### src/rtl/synchronous_fifo_fwft_if.sv
// Handshake bundle between a FIFO and its producer/consumer.
// The FIFO uses the slave modport; the side driving requests uses master.
interface synchronous_fifo_fwft_if #(
  parameter int DATA_WIDTH    = 32,
  parameter int ADDRESS_WIDTH = 4
);
  logic                     clear;
  logic                     write_increment;
  logic [DATA_WIDTH-1:0]    write_data;
  logic                     read_increment;
  logic [DATA_WIDTH-1:0]    read_data;
  logic                     read_valid;
  logic [ADDRESS_WIDTH:0]   data_count;
  logic                     full;
  logic                     empty;
  logic                     almost_full;
  logic                     almost_empty;
  logic                     overflow;
  logic                     underflow;

  modport master (
    output clear, write_increment, write_data, read_increment,
    input  read_data, read_valid, data_count, full, empty,
    input  almost_full, almost_empty, overflow, underflow
  );

  modport slave (
    input  clear, write_increment, write_data, read_increment,
    output read_data, read_valid, data_count, full, empty,
    output almost_full, almost_empty, overflow, underflow
  );
endinterface

### src/rtl/synchronous_fifo_fwft.sv
// Single-clock FIFO with FWFT or registered read, occupancy count,
// programmable almost flags and sticky overflow/underflow.
module synchronous_fifo_fwft #(
  parameter int DATA_WIDTH         = 32,
  parameter int ADDRESS_WIDTH      = 4,
  parameter int FWFT               = 0,
  parameter int ALMOST_FULL_LEVEL  = (1 << ADDRESS_WIDTH) - 2,
  parameter int ALMOST_EMPTY_LEVEL = 1
) (
  input  logic                  clock,
  input  logic                  reset,
  synchronous_fifo_fwft_if.slave bus
);
  localparam int DEPTH = 1 << ADDRESS_WIDTH;
  localparam int CW    = ADDRESS_WIDTH + 1;

  localparam logic [CW-1:0] DEPTH_C = CW'(DEPTH);
  localparam logic [CW-1:0] AF_C    = CW'(ALMOST_FULL_LEVEL);
  localparam logic [CW-1:0] AE_C    = CW'(ALMOST_EMPTY_LEVEL);
  localparam logic [CW-1:0] CNT_ONE = CW'(1);
  localparam logic [ADDRESS_WIDTH-1:0] PTR_ONE = ADDRESS_WIDTH'(1);

  if (ALMOST_FULL_LEVEL <= ALMOST_EMPTY_LEVEL) begin : g_bad_levels
    $error("ALMOST_FULL_LEVEL must exceed ALMOST_EMPTY_LEVEL");
  end

  logic [DATA_WIDTH-1:0]    mem [DEPTH];
  logic [ADDRESS_WIDTH-1:0] wr_ptr;
  logic [ADDRESS_WIDTH-1:0] rd_ptr;
  logic [CW-1:0]            count;
  logic [CW-1:0]            count_nxt;
  logic                     full_q;
  logic                     empty_q;
  logic                     af_q;
  logic                     ae_q;
  logic                     ov_q;
  logic                     un_q;
  logic                     wr_ok;
  logic                     rd_ok;

  // Acceptance looks only at registered flags, so full+rd+wr drops the write.
  assign wr_ok = bus.write_increment & ~full_q;
  assign rd_ok = bus.read_increment & ~empty_q;

  always_comb begin
    count_nxt = count;
    unique case ({wr_ok, rd_ok})
      2'b10:   count_nxt = count + CNT_ONE;
      2'b01:   count_nxt = count - CNT_ONE;
      default: count_nxt = count;
    endcase
  end

  always_ff @(posedge clock) begin
    if (!reset && !bus.clear && wr_ok) begin
      mem[wr_ptr] <= bus.write_data;
    end
  end

  always_ff @(posedge clock) begin
    if (reset || bus.clear) begin
      wr_ptr  <= '0;
      rd_ptr  <= '0;
      count   <= '0;
      full_q  <= 1'b0;
      empty_q <= 1'b1;
      af_q    <= 1'b0;
      ae_q    <= 1'b1;
      ov_q    <= 1'b0;
      un_q    <= 1'b0;
    end else begin
      if (wr_ok) wr_ptr <= wr_ptr + PTR_ONE;
      if (rd_ok) rd_ptr <= rd_ptr + PTR_ONE;
      count   <= count_nxt;
      full_q  <= (count_nxt == DEPTH_C);
      empty_q <= (count_nxt == '0);
      af_q    <= (count_nxt >= AF_C);
      ae_q    <= (count_nxt <= AE_C);
      ov_q    <= ov_q | (bus.write_increment & full_q);
      un_q    <= un_q | (bus.read_increment & empty_q);
    end
  end

  if (FWFT != 0) begin : g_fwft
    // Masked while empty so stale memory never shows on the bus.
    assign bus.read_data  = empty_q ? '0 : mem[rd_ptr];
    assign bus.read_valid = ~empty_q;
  end else begin : g_reg
    logic [DATA_WIDTH-1:0] rd_q;
    logic                  rv_q;

    always_ff @(posedge clock) begin
      if (reset) begin
        rd_q <= '0;
        rv_q <= 1'b0;
      end else if (bus.clear) begin
        rv_q <= 1'b0;
      end else begin
        rv_q <= rd_ok;
        if (rd_ok) rd_q <= mem[rd_ptr];
      end
    end

    assign bus.read_data  = rd_q;
    assign bus.read_valid = rv_q;
  end

  assign bus.data_count   = count;
  assign bus.full         = full_q;
  assign bus.empty        = empty_q;
  assign bus.almost_full  = af_q;
  assign bus.almost_empty = ae_q;
  assign bus.overflow     = ov_q;
  assign bus.underflow    = un_q;
endmodule
### src/flat_wrapper.sv
// flat-port wrapper written by rule: the top's interface ports become plain ports
module synchronous_fifo_fwft_flat 
#(
  parameter int DATA_WIDTH         = 32,
  parameter int ADDRESS_WIDTH      = 4,
  parameter int FWFT               = 0,
  parameter int ALMOST_FULL_LEVEL  = (1 << ADDRESS_WIDTH) - 2,
  parameter int ALMOST_EMPTY_LEVEL = 1
)
  (clock, reset, bus_clear, bus_write_increment, bus_write_data, bus_read_increment, bus_read_data, bus_read_valid, bus_data_count, bus_full, bus_empty, bus_almost_full, bus_almost_empty, bus_overflow, bus_underflow);
  synchronous_fifo_fwft_if #(.DATA_WIDTH(DATA_WIDTH), .ADDRESS_WIDTH(ADDRESS_WIDTH)) bus_i ();
  input  logic clock;
  input  logic reset;
  input wire logic [$bits(bus_i.clear)-1:0] bus_clear;
  input wire logic [$bits(bus_i.write_increment)-1:0] bus_write_increment;
  input wire logic [$bits(bus_i.write_data)-1:0] bus_write_data;
  input wire logic [$bits(bus_i.read_increment)-1:0] bus_read_increment;
  output wire logic [$bits(bus_i.read_data)-1:0] bus_read_data;
  output wire logic [$bits(bus_i.read_valid)-1:0] bus_read_valid;
  output wire logic [$bits(bus_i.data_count)-1:0] bus_data_count;
  output wire logic [$bits(bus_i.full)-1:0] bus_full;
  output wire logic [$bits(bus_i.empty)-1:0] bus_empty;
  output wire logic [$bits(bus_i.almost_full)-1:0] bus_almost_full;
  output wire logic [$bits(bus_i.almost_empty)-1:0] bus_almost_empty;
  output wire logic [$bits(bus_i.overflow)-1:0] bus_overflow;
  output wire logic [$bits(bus_i.underflow)-1:0] bus_underflow;
  assign bus_i.clear = bus_clear;
  assign bus_i.write_increment = bus_write_increment;
  assign bus_i.write_data = bus_write_data;
  assign bus_i.read_increment = bus_read_increment;
  assign bus_read_data = bus_i.read_data;
  assign bus_read_valid = bus_i.read_valid;
  assign bus_data_count = bus_i.data_count;
  assign bus_full = bus_i.full;
  assign bus_empty = bus_i.empty;
  assign bus_almost_full = bus_i.almost_full;
  assign bus_almost_empty = bus_i.almost_empty;
  assign bus_overflow = bus_i.overflow;
  assign bus_underflow = bus_i.underflow;
  synchronous_fifo_fwft #(.DATA_WIDTH(DATA_WIDTH), .ADDRESS_WIDTH(ADDRESS_WIDTH), .FWFT(FWFT), .ALMOST_FULL_LEVEL(ALMOST_FULL_LEVEL), .ALMOST_EMPTY_LEVEL(ALMOST_EMPTY_LEVEL)) u_core (.clock(clock), .reset(reset), .bus(bus_i));
endmodule
### config.mk
export PLATFORM = sky130hd
export DESIGN_NAME = synchronous_fifo_fwft_flat
export DESIGN_NICKNAME = d
export VERILOG_FILES = /design/src/rtl/synchronous_fifo_fwft_if.sv /design/src/rtl/synchronous_fifo_fwft.sv /design/src/flat_wrapper.sv
export SDC_FILE = /design/constraint.sdc
export NUM_CORES = 1
export LEC_CHECK = 0
export ABC_AREA = 1
export CORE_ASPECT_RATIO = 0.75
export CORE_MARGIN = 2
export CORE_UTILIZATION = 40
export DETAILED_ROUTE_END_ITERATION = 12
export PLACE_DENSITY = 0.55
export SYNTH_ARGS = -nofsm -noshare
export SYNTH_HDL_FRONTEND = slang
export SYNTH_SLANG_ARGS = --single-unit
### constraint.sdc
create_clock -name clock -period 9.3 [get_ports clock]
set_clock_uncertainty 0.1 [all_clocks]
set_input_delay 1.86 -clock clock [delete_from_list [all_inputs] [get_ports clock]]
set_output_delay 1.86 -clock clock [all_outputs]
set_load 0.01 [all_outputs]
Word-level counts from Yosys, hierarchy flattened

Memory sizes are Yosys's and may differ from the RTL's. A register that Yosys moved wholly into a read port is not among the register bits.
Cells that the tools add are included.

Register bits: 20
Bits in latches: 0
Memory bits (writable): 512
Bits in read-only memories: 0
Logic and storage cells: 40
Memories: 1

$add $sub $neg: 4
Multipliers: 0
Divide/modulo/power cells: 0
$lt $le $gt $ge: 2
Equality and inequality tests: 3
Shift-type cells: 0
Multiplexer cells: 3
Bitwise logic cells: 9
Reduce and logical (&&, ||, !) cells: 8

Memory list:

| memory     | depth | width | rd ports | clocked after memory_dff | write ports | line                        | RTL |
|---|---|---|---|---|---|---|---|
| u_core.mem | 16    | 32    | 1        | 1                        | 1           | synchronous_fifo_fwft.sv:27 | `logic [DATA_WIDTH-1:0] mem [DEPTH];` |

Operator list:

| operator            | number |
|---|---|
| $pmux 5 s2          | 1 |
| $add 4x1->4 const B | 2 |
| $add 5x1->5 const B | 1 |
| $eq 5x5->1 const B  | 1 |
| $ge 5x4->1 const B  | 1 |
| $le 5x1->1 const B  | 1 |
| $logic_not 5->1     | 1 |
| $sub 5x1->5 const B | 1 |
| $and 1x1->1         | 4 |
| $not 1->1           | 3 |
| $eq 2x1->1 const B  | 1 |
| $eq 2x2->1 const B  | 1 |
| $logic_and 1x1->1   | 2 |
| $logic_not 1->1     | 2 |
| $mux 1              | 2 |
| $or 1x1->1          | 2 |
| $reduce_and 2->1    | 1 |
| $reduce_or 2->1     | 1 |
| $logic_or 1x1->1    | 1 |

Longest topological paths before layout

Gate-level depths: netlist (run 1).

Depth in word-level cells: 5
Depth in mapped cells: 19
Depth with buffers taken out: 19

Worst setup path before layout (run 1)

No wires, ideal clock.

Kind: input-to-reg
From: in reset
To: mem u_core.mem[11][0], enable pin
Library setup time: 0.461 ns
Arrival: 4.649 ns
Path slack: 4.090 ns
Cell stages on the path: 5
Cell sequence: clkbuf_1 -> nor2_1 -> inv_1 -> clkbuf_1 -> nor3_1

Longest elaborated chain between the ends: 5

Ends and longest elaborated chain:

| element                        | line                        | RTL |
|---|---|---|
| start, declared                | flat_wrapper.sv:13          | `input logic reset;` |
| $logic_not 1->1                | synchronous_fifo_fwft.sv:55 | `if (!reset && !bus.clear && wr_ok) begin` |
| $logic_and 1x1->1 (2 in a row) | synchronous_fifo_fwft.sv:55 |  |
| $mux 1                         | synchronous_fifo_fwft.sv:55 |  |
| $mux 1 (implied by the code)   | synchronous_fifo_fwft.sv:56 | `mem[wr_ptr] <= bus.write_data;` |
| end, declared                  | synchronous_fifo_fwft.sv:27 |  |

Every way passes these cells.

Worst setup path in the final report (run 1)

From: in bus_clear
To: mem u_core.mem[12][18], enable pin

Longest elaborated chain between the ends: 5

Ends and longest elaborated chain:

| element                        | line                        | RTL |
|---|---|---|
| start, declared                | flat_wrapper.sv:14          | `input wire logic [$bits(bus_i.clear)-1:0] bus_clear;` |
| $logic_not 1->1                | synchronous_fifo_fwft.sv:55 |  |
| $logic_and 1x1->1 (2 in a row) | synchronous_fifo_fwft.sv:55 |  |
| $mux 1                         | synchronous_fifo_fwft.sv:55 |  |
| $mux 1 (implied by the code)   | synchronous_fifo_fwft.sv:56 |  |

Every way passes these cells.

==> tab_implementation.tex, run 1 <==
\begin{tabular}{lr}
\hline
Metric & Value \\
\hline
\multicolumn{2}{l}{\textbf{Critical path}} \\
Data required time at the worst endpoint & 9420 ps \\
Worst Setup SP & bus\_clear \\
Register-to-register setup slack & 6210 ps \\
Destination of the worst register-to-register timing path & u\_core.bus.read\_data[31]\$\_SDFFE\_PP0P\_ \\
Top fanout value on the critical path & 32 \\
Kind of end point of the critical path & flop \\
Critical path class & input pin to flop \\
R2R depth & 8 \\
Crit Reg-Reg Startpoint & u\_core.rd\_ptr[1]\$\_SDFFE\_PP0N\_ \\
Data arrival time of the critical path & 4900 ps \\
Critical Path Sink & u\_core.mem[12][18]\$\_DFFE\_PP\_ \\
Startpoint kind of the worst setup timing path & input pin \\
\multicolumn{2}{l}{\textbf{Floorplanning}} \\
Top-level I/O count & 81 \\
Die X-Extent & 282 um \\
\# rows & 76 \\
Height of the die & 212 um \\
Die footprint & 59800 um2 \\
Starting density of the core & 40.3\% \\
Placeable core region & 57300 um2 \\
\multicolumn{2}{l}{\textbf{Power}} \\
Leakage dissipation & 9.15 nW \\
VDD IR-drop max & 0.161 mV \\
Pwr/cell area & 197 nW/um2 \\
Final Total Pwr & 5.18 mW \\
\multicolumn{2}{l}{\textbf{GRT}} \\
Total Routing Usage GR & 17.9\% \\
Wire length of the first global-routing pass & 81.4 mm \\
Remaining global-route overflow & 0 \\
Initial antenna violation count & 1 \\
Pin count of the biggest net entering global routing & 209 \\
Via count of the first global-routing pass & 13.6k \\
\multicolumn{2}{l}{\textbf{Synthesis}} \\
Cell taking the most area after synthesis & sky130\_fd\_sc\_hd\_\_edfxtp\_1 \\
Mapped Avg Cell Area & 11.9 um2 \\
Number of warnings issued by yosys & 0 \\
Fraction of synthesized cell area in xor and xnor cells & 0.0757\% \\
Multiplexer area fraction after synthesis & 0\% \\
Net count after synthesis & 1996 \\
Simple-gate share of the synthesized area & 9.10\% \\
Leading post-synthesis cells by cell area & sky130\_fd\_sc\_hd\_\_edfxtp\_1 66\%, sky130\_fd\_sc\_hd\_\_inv\_1 5.6\%, sky130\_fd\_sc\_hd\_\_nand3\_1 5.0\%, sky130\_fd\_sc\_hd\_\_dfxtp\_1 4.5\%, sky130\_fd\_sc\_hd\_\_o211ai\_1 4.2\% \\
Share of flip-flops with an asynchronous set or reset after synthesis & 0\% \\
Synth Register Bits & 564 \\
Fraction of the mapped netlist area in compound gates & 10.8\% \\
Number of synthesized flops with an enable pin & 512 \\
Most used standard cell by instance count after synthesis & sky130\_fd\_sc\_hd\_\_edfxtp\_1 \\
Sequential share of the synthesized area & 71.0\% \\
Largest family of logic cells by synthesized area & compound AO/OA/AOI/OAI gates \\
Adder-cell area share of the yosys netlist & 0.433\% \\
Cell count after synthesis & 1951 \\
Distinct cells, synth & 29 \\
Post-synth top area share & 66.5\% \\
Post-Synthesis Cell Area & 23100 um2 \\
Most frequent cells after synthesis & 512 x sky130\_fd\_sc\_hd\_\_edfxtp\_1, 347 x sky130\_fd\_sc\_hd\_\_inv\_1, 231 x sky130\_fd\_sc\_hd\_\_nand3\_1 \\
Flip-flop cell with the highest count after synthesis & sky130\_fd\_sc\_hd\_\_edfxtp\_1 \\
\multicolumn{2}{l}{\textbf{Detailed routing}} \\
ANT nets after route & 0 \\
Via-to-Cell Ratio & 5.03 \\
Final wirelength & 53.1 mm \\
Count of routing violations after the opening detailed-route iteration & 1137 \\
Number of remaining DRC errors & 0 \\
Detailed-route wire length per cell & 18.8 um \\
Total via count in the routed design & 14.2k \\
1st-pass router iterations & 5 \\
\multicolumn{2}{l}{\textbf{STA}} \\
Share of the clock period used by the worst path after layout & 51.4\% \\
Fmax achieved & 0.209 GHz \\
Worst Max-Slew Pin Slew & 1250 ps \\
Worst hold margin & 378 ps \\
Final number of setup-violating endpoints & 0 \\
Unrepaired setup endpoints after global routing & false \\
Count of final hold-check violations & 0 \\
Setup Total Neg Slack & 0 ps \\
Max-slew headroom at the worst pin & 16.9\% \\
Time the worst path needs with I/O delays and setup & 4780 ps \\
Slew Limit Fails & 0 \\
\multicolumn{2}{l}{\textbf{Cells and area}} \\
Number of filler instances in the final layout & 5228 \\
Layout cell share with drive strength beyond 1 & 6.19\% \\
Area Growth Syn to Fin & 13.6\% \\
Core utilization of the finished layout & 45.8\% \\
Design Area, Final & 26300 um2 \\
Final Net Count & 2036 \\
\multicolumn{2}{l}{\textbf{Min path}} \\
Class of the worst hold path & flop to flop \\
Min-Delay Startpoint & u\_core.bus.overflow\$\_SDFF\_PP0\_ \\
\multicolumn{2}{l}{\textbf{CTS}} \\
CTS Hold Buffers Added & 0 \\
H-tree lvl count & 2 \\
Number of sinks driven by the clock tree & 564 \\
Clk\_lat worst skew & 610 ps \\
Root buffer cell & sky130\_fd\_sc\_hd\_\_clkbuf\_16 \\
Number of gates given a new drive strength after cts & 0 \\
Clock transition at path regs & 60 ps \\
Clock buffers created by TritonCTS & 55 \\
Number of buffers added for setup after CTS & 0 \\
Clock tree from TritonCTS & yes \\
Number of buffers on the longest clock path & 3 \\
\multicolumn{2}{l}{\textbf{Placed design}} \\
Placer Congestion & 0.765 \\
Number of port buffers & 80 \\
DPL Wire Length & 28.7 mm \\
Placed cell areas & 24500 um2 \\
\multicolumn{2}{l}{\textbf{Run}} \\
Maximum capacitance violations & 0 \\
\multicolumn{2}{l}{\textbf{Run status}} \\
Result of the run & complete, no violations \\
\hline
\end{tabular}
## stage by stage
step	instances	worst slack, ps
2_1_floorplan	1951	4090
3_3_place_gp	2714	4010
3_5_place_dp	2714	3850
4_1_cts	2817	4510
5_1_grt	2818	4230
6_report	2818	4520
## cell families (layout without fill, tap and decap cells)
group	count (synthesis)	in the layout
and+or+nand+nor	472	472
AOI/OAI and AO/OA	435	435
xor gates and xnor gates	2	2
buffers and inverters	470	556
DFF	564	564
other	0	1
adders and majority gates	8	8
## power by group
group	internal [mW]	total [mW]	switching (mW)
clock network	1.25	2.21	0.960
registers	2.78	2.79	0.0135
logic	0.0610	0.178	0.117
total	4.09	5.18	1.09
## layer usage
metal | up-vias | GRT usage (%) | part of all wire [%]
met4 | 0 | 4.37 | 1.7
met3 | 62 | 2.63 | 4.3
met5 | - | 0 | 0
met1 | 6964 | 25.6 | 48
met2 | 280 | 28.9 | 46
li1 | 6878 | - | -
## cell type report
cell class                 instances  area [um2]  share of cell area (%)
antenna                            1        2.50                 0.00952
clock buffer                      74        1480                    5.62
clock inverter                    29         277                    1.05
inverter                         351        1320                    5.01
multi-input combinational        917        4820                    18.4
sequential                       564       16400                    62.5
tap                              780         976                    3.71
timing repair buffer             102         973                    3.70
## critical path, cell delays in order
cell	delay [ps]
sky130_fd_sc_hd__clkdlybuf4s50_1	470
sky130_fd_sc_hd__nor2_1	540
sky130_fd_sc_hd__inv_1	410
sky130_fd_sc_hd__nor2_1	310
sky130_fd_sc_hd__nand2_1	280
sky130_fd_sc_hd__nor2_4	990
## sequential cells by signal (all words and copies together), names as in the netlist, 4 cells and up
signal                 count
u_core.rd_ptr              4
u_core.wr_ptr              4
u_core.mem               512
u_core.bus.read_data      32
u_core.bus.data_count      5
## placed cells by master, fill, tap and decap left out, drive strengths merged
cell           count
nor4               1
nor2              26
dfxtp             52
inv              355
and2               1
ha                 8
o21a               1
xor2               1
nand2            199
diode              1
a21oi            167
nand3b             1
o21ai            138
clkdlybuf4s50     79
clkbuf            74
o211ai           128
nor3              10
or2                1
edfxtp           512
buf               23
bufinv             5
o21bai             1
clkinvlp           2
clkinv            18
nand3            231
xnor2              1
nand4              2
## how the worst min path moves through the flow
stage	end	slack, ps	depth (start not counted)
2_1_floorplan	u_core.wr_ptr[3]$_SDFFE_PP0P_	390	2
3_3_place_gp	u_core.bus.underflow$_SDFF_PP0_	380	2
3_5_place_dp	u_core.bus.overflow$_SDFF_PP0_	360	2
4_1_cts	u_core.bus.overflow$_SDFF_PP0_	380	2
5_1_grt	u_core.bus.overflow$_SDFF_PP0_	400	2
6_report	u_core.bus.overflow$_SDFF_PP0_	380	2
Power figures use the tool's default switching activity.
==> run 2: changes to the inputs <==
- PLACE_DENSITY: 0.55 -> 0.57
- clock period: 9.3 -> 4.1 ns (I/O delays scaled with it)
==> tab_implementation.tex, run 2 (synthesis gave the netlist of run 1 again) <==
\begin{tabular}{lr}
\hline
Metric & Value \\
\hline
\multicolumn{2}{l}{\textbf{STA}} \\
Worst Max-Slew Pin Slew & 1060 ps \\
Unrepaired setup endpoints after global routing & false \\
Max-slew headroom at the worst pin & 29.2\% \\
Count of final hold-check violations & 0 \\
Fmax achieved & 0.350 GHz \\
Share of the clock period used by the worst path after layout & 69.7\% \\
Worst-case setup margin in the final layout & 1240 ps \\
Final number of setup-violating endpoints & 0 \\
Slew Limit Fails & 0 \\
Time the worst path needs with I/O delays and setup & 2860 ps \\
Worst hold margin & 374 ps \\
Setup Total Neg Slack & 0 ps \\
\multicolumn{2}{l}{\textbf{GRT}} \\
Pin count of the biggest net entering global routing & 83 \\
Met2 track utilization from global routing & 28.9\% \\
GRT met1 Usage & 26.5\% \\
Met3 global-route usage & 2.58\% \\
Total Routing Usage GR & 18.3\% \\
Via count of the first global-routing pass & 13.9k \\
Remaining global-route overflow & 0 \\
Most used routing layer in global routing & met2 \\
Wire length of the first global-routing pass & 83.1 mm \\
Initial antenna violation count & 3 \\
\multicolumn{2}{l}{\textbf{Placed design}} \\
Placer Congestion & 0.781 \\
Number of port buffers & 80 \\
DPL Wire Length & 28.7 mm \\
Placement Setup Slack & 678 ps \\
Placed cell areas & 24900 um2 \\
\multicolumn{2}{l}{\textbf{Run}} \\
Maximum capacitance violations & 0 \\
\multicolumn{2}{l}{\textbf{Floorplanning}} \\
Die footprint & 59800 um2 \\
\# rows & 76 \\
Placeable core region & 57300 um2 \\
Top-level I/O count & 81 \\
Height of the die & 212 um \\
Die X-Extent & 282 um \\
Starting density of the core & 40.3\% \\
\multicolumn{2}{l}{\textbf{Critical path}} \\
Data required time at the worst endpoint & 4490 ps \\
Data arrival time of the critical path & 3250 ps \\
Worst Setup SP & bus\_write\_increment \\
Crit Reg-Reg Startpoint & u\_core.bus.full\$\_SDFF\_PP0\_ \\
Critical path class & input pin to flop \\
Top fanout value on the critical path & 6 \\
Kind of end point of the critical path & flop \\
Startpoint kind of the worst setup timing path & input pin \\
\multicolumn{2}{l}{\textbf{Cells and area}} \\
Core utilization of the finished layout & 46.7\% \\
Layout cell share with drive strength beyond 1 & 7.75\% \\
Max reg flops & 512 \\
Commonest non-fill, non-tap cell in the layout & sky130\_fd\_sc\_hd\_\_edfxtp\_1 \\
Leading cell types in the layout, fill and taps excluded & 512 x sky130\_fd\_sc\_hd\_\_edfxtp\_1, 346 x sky130\_fd\_sc\_hd\_\_inv\_1, 231 x sky130\_fd\_sc\_hd\_\_nand3\_1, 199 x sky130\_fd\_sc\_hd\_\_nand2\_1, 167 x sky130\_fd\_sc\_hd\_\_a21oi\_1 \\
Design Area, Final & 26800 um2 \\
Area Growth Syn to Fin & 15.9\% \\
Largest register by flop count & u\_core.mem \\
Final Net Count & 2063 \\
\multicolumn{2}{l}{\textbf{CTS}} \\
Number of sinks driven by the clock tree & 564 \\
Root buffer cell & sky130\_fd\_sc\_hd\_\_clkbuf\_16 \\
Clock tree from TritonCTS & yes \\
Number of buffers on the longest clock path & 3 \\
Number of buffers added for setup after CTS & 0 \\
Clock transition at path regs & 60 ps \\
Clock buffers created by TritonCTS & 55 \\
H-tree lvl count & 2 \\
Clk\_lat worst skew & 610 ps \\
Number of gates given a new drive strength after cts & 0 \\
CTS Hold Buffers Added & 0 \\
\multicolumn{2}{l}{\textbf{Detailed routing}} \\
Total via count in the routed design & 14.3k \\
1st-pass router iterations & 5 \\
Number of remaining DRC errors & 0 \\
Detailed-route wire length per cell & 19.0 um \\
ANT nets after route & 0 \\
Via-to-Cell Ratio & 5.04 \\
Final wirelength & 54.1 mm \\
Count of routing violations after the opening detailed-route iteration & 1273 \\
\multicolumn{2}{l}{\textbf{Power}} \\
VDD IR-drop max & 0.317 mV \\
Pwr/cell area & 446 nW/um2 \\
Leakage dissipation & 9.41 nW \\
\multicolumn{2}{l}{\textbf{Min path}} \\
Class of the worst hold path & flop to flop \\
Min-Delay Startpoint & u\_core.bus.overflow\$\_SDFF\_PP0\_ \\
\multicolumn{2}{l}{\textbf{Run status}} \\
Result of the run & complete, no violations \\
\hline
\end{tabular}
==> run 2: path summary, 6_finish.rpt <==
check	to	slack [ps]	cells past startpoint
worst max-delay path	u_core.bus.almost_empty$_SDFF_PP1_	1240	20
worst min-delay path	u_core.bus.overflow$_SDFF_PP0_	370	2
worst max register to register	u_core.bus.almost_empty$_SDFF_PP1_	1630	18
worst min register to register	u_core.bus.overflow$_SDFF_PP0_	370	2
==> run 2: critical path: stages <==
cell and delay [ps]:
sky130_fd_sc_hd__clkdlybuf4s50_1 480, sky130_fd_sc_hd__inv_1 40, sky130_fd_sc_hd__nor2_1 190, sky130_fd_sc_hd__inv_1 160, sky130_fd_sc_hd__ha_1 320, sky130_fd_sc_hd__nand2_1 100
sky130_fd_sc_hd__inv_1 60, sky130_fd_sc_hd__nor2_1 140, sky130_fd_sc_hd__ha_1 180, sky130_fd_sc_hd__inv_1 50, sky130_fd_sc_hd__nand2_1 80, sky130_fd_sc_hd__nand3_1 120
sky130_fd_sc_hd__nand2_1 80, sky130_fd_sc_hd__nand2_1 40, sky130_fd_sc_hd__nand2_1 60, sky130_fd_sc_hd__nand2_1 50, sky130_fd_sc_hd__nand2_1 110, sky130_fd_sc_hd__inv_1 50
sky130_fd_sc_hd__nand3_1 60, sky130_fd_sc_hd__nand2_1 50
==> run 2: cell type report <==
cell class / instances / area [um2]
antenna: 2 / 5.00
clock buffer: 72 / 1530
clock inverter: 31 / 340
fill: 5109 / 30500
inverter: 351 / 1320
multi-input combinational: 917 / 4830
sequential: 564 / 16400
tap: 780 / 976
timing repair buffer: 129 / 1380
==> run 2: layer usage <==
metal  wire, um  up-vias
met4       1100        2
met5         16        -
met2      24600      363
met1      25500     6960
met3       2800       79
li1           -     6939
==> run 2: through the flow <==
| stage | std cells | total power [mW] |
|---|---|---|
| 5_1_grt | 2845 | 12.4 |
| 4_1_cts | 2844 | 12.1 |
| 3_3_place_gp | 2741 | 6.86 |
| 6_report | 2846 | 12.0 |
| 2_1_floorplan | 1951 | 6.66 |
| 3_5_place_dp | 2741 | 6.87 |
==> run 2: report_power, final <==
part | total, mW | switching (mW) | internal [mW]
sequential | 6.33 | 0.0282 | 6.30
combinational | 0.414 | 0.265 | 0.149
clock | 5.22 | 2.16 | 3.07
total | 12.0 | 2.45 | 9.51
==> run 3: changes to the inputs <==
- clock period: 4.1 -> 2.63 ns (I/O delays scaled with it)
==> tab_implementation.tex, run 3 (synthesis gave the netlist of run 1 again) <==
\begin{tabular}{lr}
\hline
Metric & Value \\
\hline
\multicolumn{2}{l}{\textbf{Power}} \\
Pwr/cell area & 673 nW/um2 \\
Final Total Pwr & 18.4 mW \\
Leakage dissipation & 9.71 nW \\
VDD IR-drop max & 0.550 mV \\
\multicolumn{2}{l}{\textbf{Detailed routing}} \\
Final wirelength & 53.8 mm \\
Total via count in the routed design & 14.4k \\
Number of remaining DRC errors & 0 \\
ANT nets after route & 0 \\
Via-to-Cell Ratio & 4.99 \\
Detailed-route wire length per cell & 18.6 um \\
1st-pass router iterations & 7 \\
Count of routing violations after the opening detailed-route iteration & 1313 \\
\multicolumn{2}{l}{\textbf{CTS}} \\
Clock transition at path regs & 60 ps \\
Number of sinks driven by the clock tree & 564 \\
Number of gates given a new drive strength after cts & 0 \\
Clock tree from TritonCTS & yes \\
Number of buffers on the longest clock path & 3 \\
Number of buffers added for setup after CTS & 0 \\
Clk\_lat worst skew & 610 ps \\
Root buffer cell & sky130\_fd\_sc\_hd\_\_clkbuf\_16 \\
CTS Hold Buffers Added & 0 \\
Clock buffers created by TritonCTS & 54 \\
H-tree lvl count & 2 \\
\multicolumn{2}{l}{\textbf{STA}} \\
Count of final hold-check violations & 0 \\
Time the worst path needs with I/O delays and setup & 2290 ps \\
Final number of setup-violating endpoints & 0 \\
Slew Limit Fails & 0 \\
Unrepaired setup endpoints after global routing & false \\
Setup Total Neg Slack & 0 ps \\
Max-slew headroom at the worst pin & 52.3\% \\
Fmax achieved & 0.436 GHz \\
Worst Max-Slew Pin Slew & 713 ps \\
Share of the clock period used by the worst path after layout & 87.1\% \\
Worst-case setup margin in the final layout & 338 ps \\
\multicolumn{2}{l}{\textbf{Critical path}} \\
Family of cells with the greatest summed delay on the critical path & simple AND/OR/NAND/NOR gates \\
Startpoint kind of the worst setup timing path & input pin \\
Standard cell with the maximum stage delay on the critical path & sky130\_fd\_sc\_hd\_\_clkdlybuf4s50\_1 \\
Kind of end point of the critical path & flop \\
Data required time at the worst endpoint & 3080 ps \\
Series of cell instances along the critical path & clkdlybuf4s50\_1 -> inv\_1 -> nor2\_1 -> inv\_1 -> ha\_1 -> nand2\_1 -> inv\_1 -> nor2\_1 -> ha\_1 -> inv\_1 -> nand2\_1 -> buf\_4 -> nand2\_1 -> nand2\_1 -> nand2\_1 -> nand2\_1 -> inv\_1 -> nor2\_1 -> nand3\_1 -> nand2\_1 \\
Crit Reg-Reg Startpoint & u\_core.bus.full\$\_SDFF\_PP0\_ \\
R2R depth & 18 \\
Destination of the worst register-to-register timing path & u\_core.bus.almost\_empty\$\_SDFF\_PP1\_ \\
Data arrival time of the critical path & 2740 ps \\
Top fanout value on the critical path & 3 \\
Register-to-register setup slack & 420 ps \\
Critical Path Max Stage Delay & 480 ps \\
WP buf/inv & 7 \\
Cell repeated most along the worst path & sky130\_fd\_sc\_hd\_\_nand2\_1 \\
Critical path class & input pin to flop \\
\multicolumn{2}{l}{\textbf{GRT}} \\
Remaining global-route overflow & 0 \\
GRT met1 Usage & 27.3\% \\
Initial antenna violation count & 0 \\
Pin count of the biggest net entering global routing & 110 \\
Wire length of the first global-routing pass & 82.9 mm \\
Via count of the first global-routing pass & 13.8k \\
Total Routing Usage GR & 18.4\% \\
Met2 track utilization from global routing & 28.4\% \\
Met3 global-route usage & 2.66\% \\
Most used routing layer in global routing & met2 \\
\multicolumn{2}{l}{\textbf{Cells and area}} \\
Number of filler instances in the final layout & 5033 \\
Leading cell types in the layout, fill and taps excluded & 512 x sky130\_fd\_sc\_hd\_\_edfxtp\_1, 346 x sky130\_fd\_sc\_hd\_\_inv\_1, 231 x sky130\_fd\_sc\_hd\_\_nand3\_1, 199 x sky130\_fd\_sc\_hd\_\_nand2\_1, 167 x sky130\_fd\_sc\_hd\_\_a21oi\_1 \\
Commonest non-fill, non-tap cell in the layout & sky130\_fd\_sc\_hd\_\_edfxtp\_1 \\
Final Net Count & 2112 \\
Largest register by flop count & u\_core.mem \\
Antenna diode instance count & 0 \\
Area Growth Syn to Fin & 18.2\% \\
Finished Layout Cells & 2890 \\
Layout cell share with drive strength beyond 1 & 9.57\% \\
Max reg flops & 512 \\
Core utilization of the finished layout & 47.7\% \\
\multicolumn{2}{l}{\textbf{Min path}} \\
Class of the worst hold path & input pin to flop \\
Worst hold path endpoint & u\_core.bus.almost\_empty\$\_SDFF\_PP1\_ \\
Min-Delay Startpoint & reset \\
Worst hold path cell count & 4 \\
\multicolumn{2}{l}{\textbf{Floorplanning}} \\
\# rows & 76 \\
Die footprint & 59800 um2 \\
Top-level I/O count & 81 \\
Die X-Extent & 282 um \\
Starting density of the core & 40.3\% \\
Placeable core region & 57300 um2 \\
Height of the die & 212 um \\
\multicolumn{2}{l}{\textbf{Placed design}} \\
Placed Instances & 2791 \\
Number of port buffers & 80 \\
Placement Setup Slack & -263 ps \\
DPL Wire Length & 32.1 mm \\
Placer Congestion & 0.788 \\
\multicolumn{2}{l}{\textbf{Run status}} \\
Result of the run & complete, no violations \\
\multicolumn{2}{l}{\textbf{Run}} \\
Maximum capacitance violations & 0 \\
\hline
\end{tabular}
run 3: cell types whose count changed in the layout (fill, tap and decap cells not counted), sizes merged:
cell | previous run | this run
clkinv | 21 | 15
bufinv | 7 | 6
inv | 352 | 353
clkbuf | 72 | 74
diode | 2 | 0
buf | 50 | 100
run 3: through the flow:
stage | cell area, um2 | hold WS [ps]
6_report | 27300 | 305
4_1_cts | 27300 | 270
3_3_place_gp | 25600 | 355
2_1_floorplan | 23200 | 391
3_5_place_dp | 25600 | 359
5_1_grt | 27300 | 315
run 3: worst max-delay path by stage:
stage                                                   start                                  to  slack (ps)  cells past startpoint
after floorplan                                         reset          u_core.mem[0][0]$_DFFE_PP_        -380                      6
after global placement                    bus_write_increment  u_core.bus.almost_empty$_SDFF_PP1_        -290                     20
after detailed placement                  bus_write_increment  u_core.bus.almost_empty$_SDFF_PP1_        -260                     20
after CTS                 u_core.bus.data_count[1]$_SDFF_PP0_                   bus_data_count[1]         320                      1
after global routing                      bus_write_increment  u_core.bus.almost_empty$_SDFF_PP1_         110                     20
final                                     bus_write_increment  u_core.bus.almost_empty$_SDFF_PP1_         340                     20
run 3: power breakdown:
| group | internal, mW | switching [mW] |
|---|---|---|
| logic | 0.271 | 0.459 |
| registers | 9.82 | 0.0303 |
| clock network | 4.48 | 3.34 |
| total | 14.6 | 3.82 |
run 3: routing by layer:
metal	vias up	share of wire, %
met4	0	1.7
met3	79	5.9
met2	368	45
met1	6957	47
li1	7025	-
met5	-	0
run 3: worst register-to-register path, delay by kind of cell (launching register included):
kind | cells | cell delay [ps]
fa+ha+maj | 2 | 400
buf+inv | 5 | 350
flops | 1 | 330
simple gates | 11 | 980
run 3: cell type report:
type / instances / area (um2) / share of cell area, %
clock buffer: 74 / 1460 / 5.33
clock inverter: 25 / 295 / 1.08
inverter: 351 / 1320 / 4.82
multi-input combinational: 917 / 4870 / 17.8
sequential: 564 / 16400 / 60.1
tap: 780 / 976 / 3.57
timing repair buffer: 179 / 1990 / 7.28
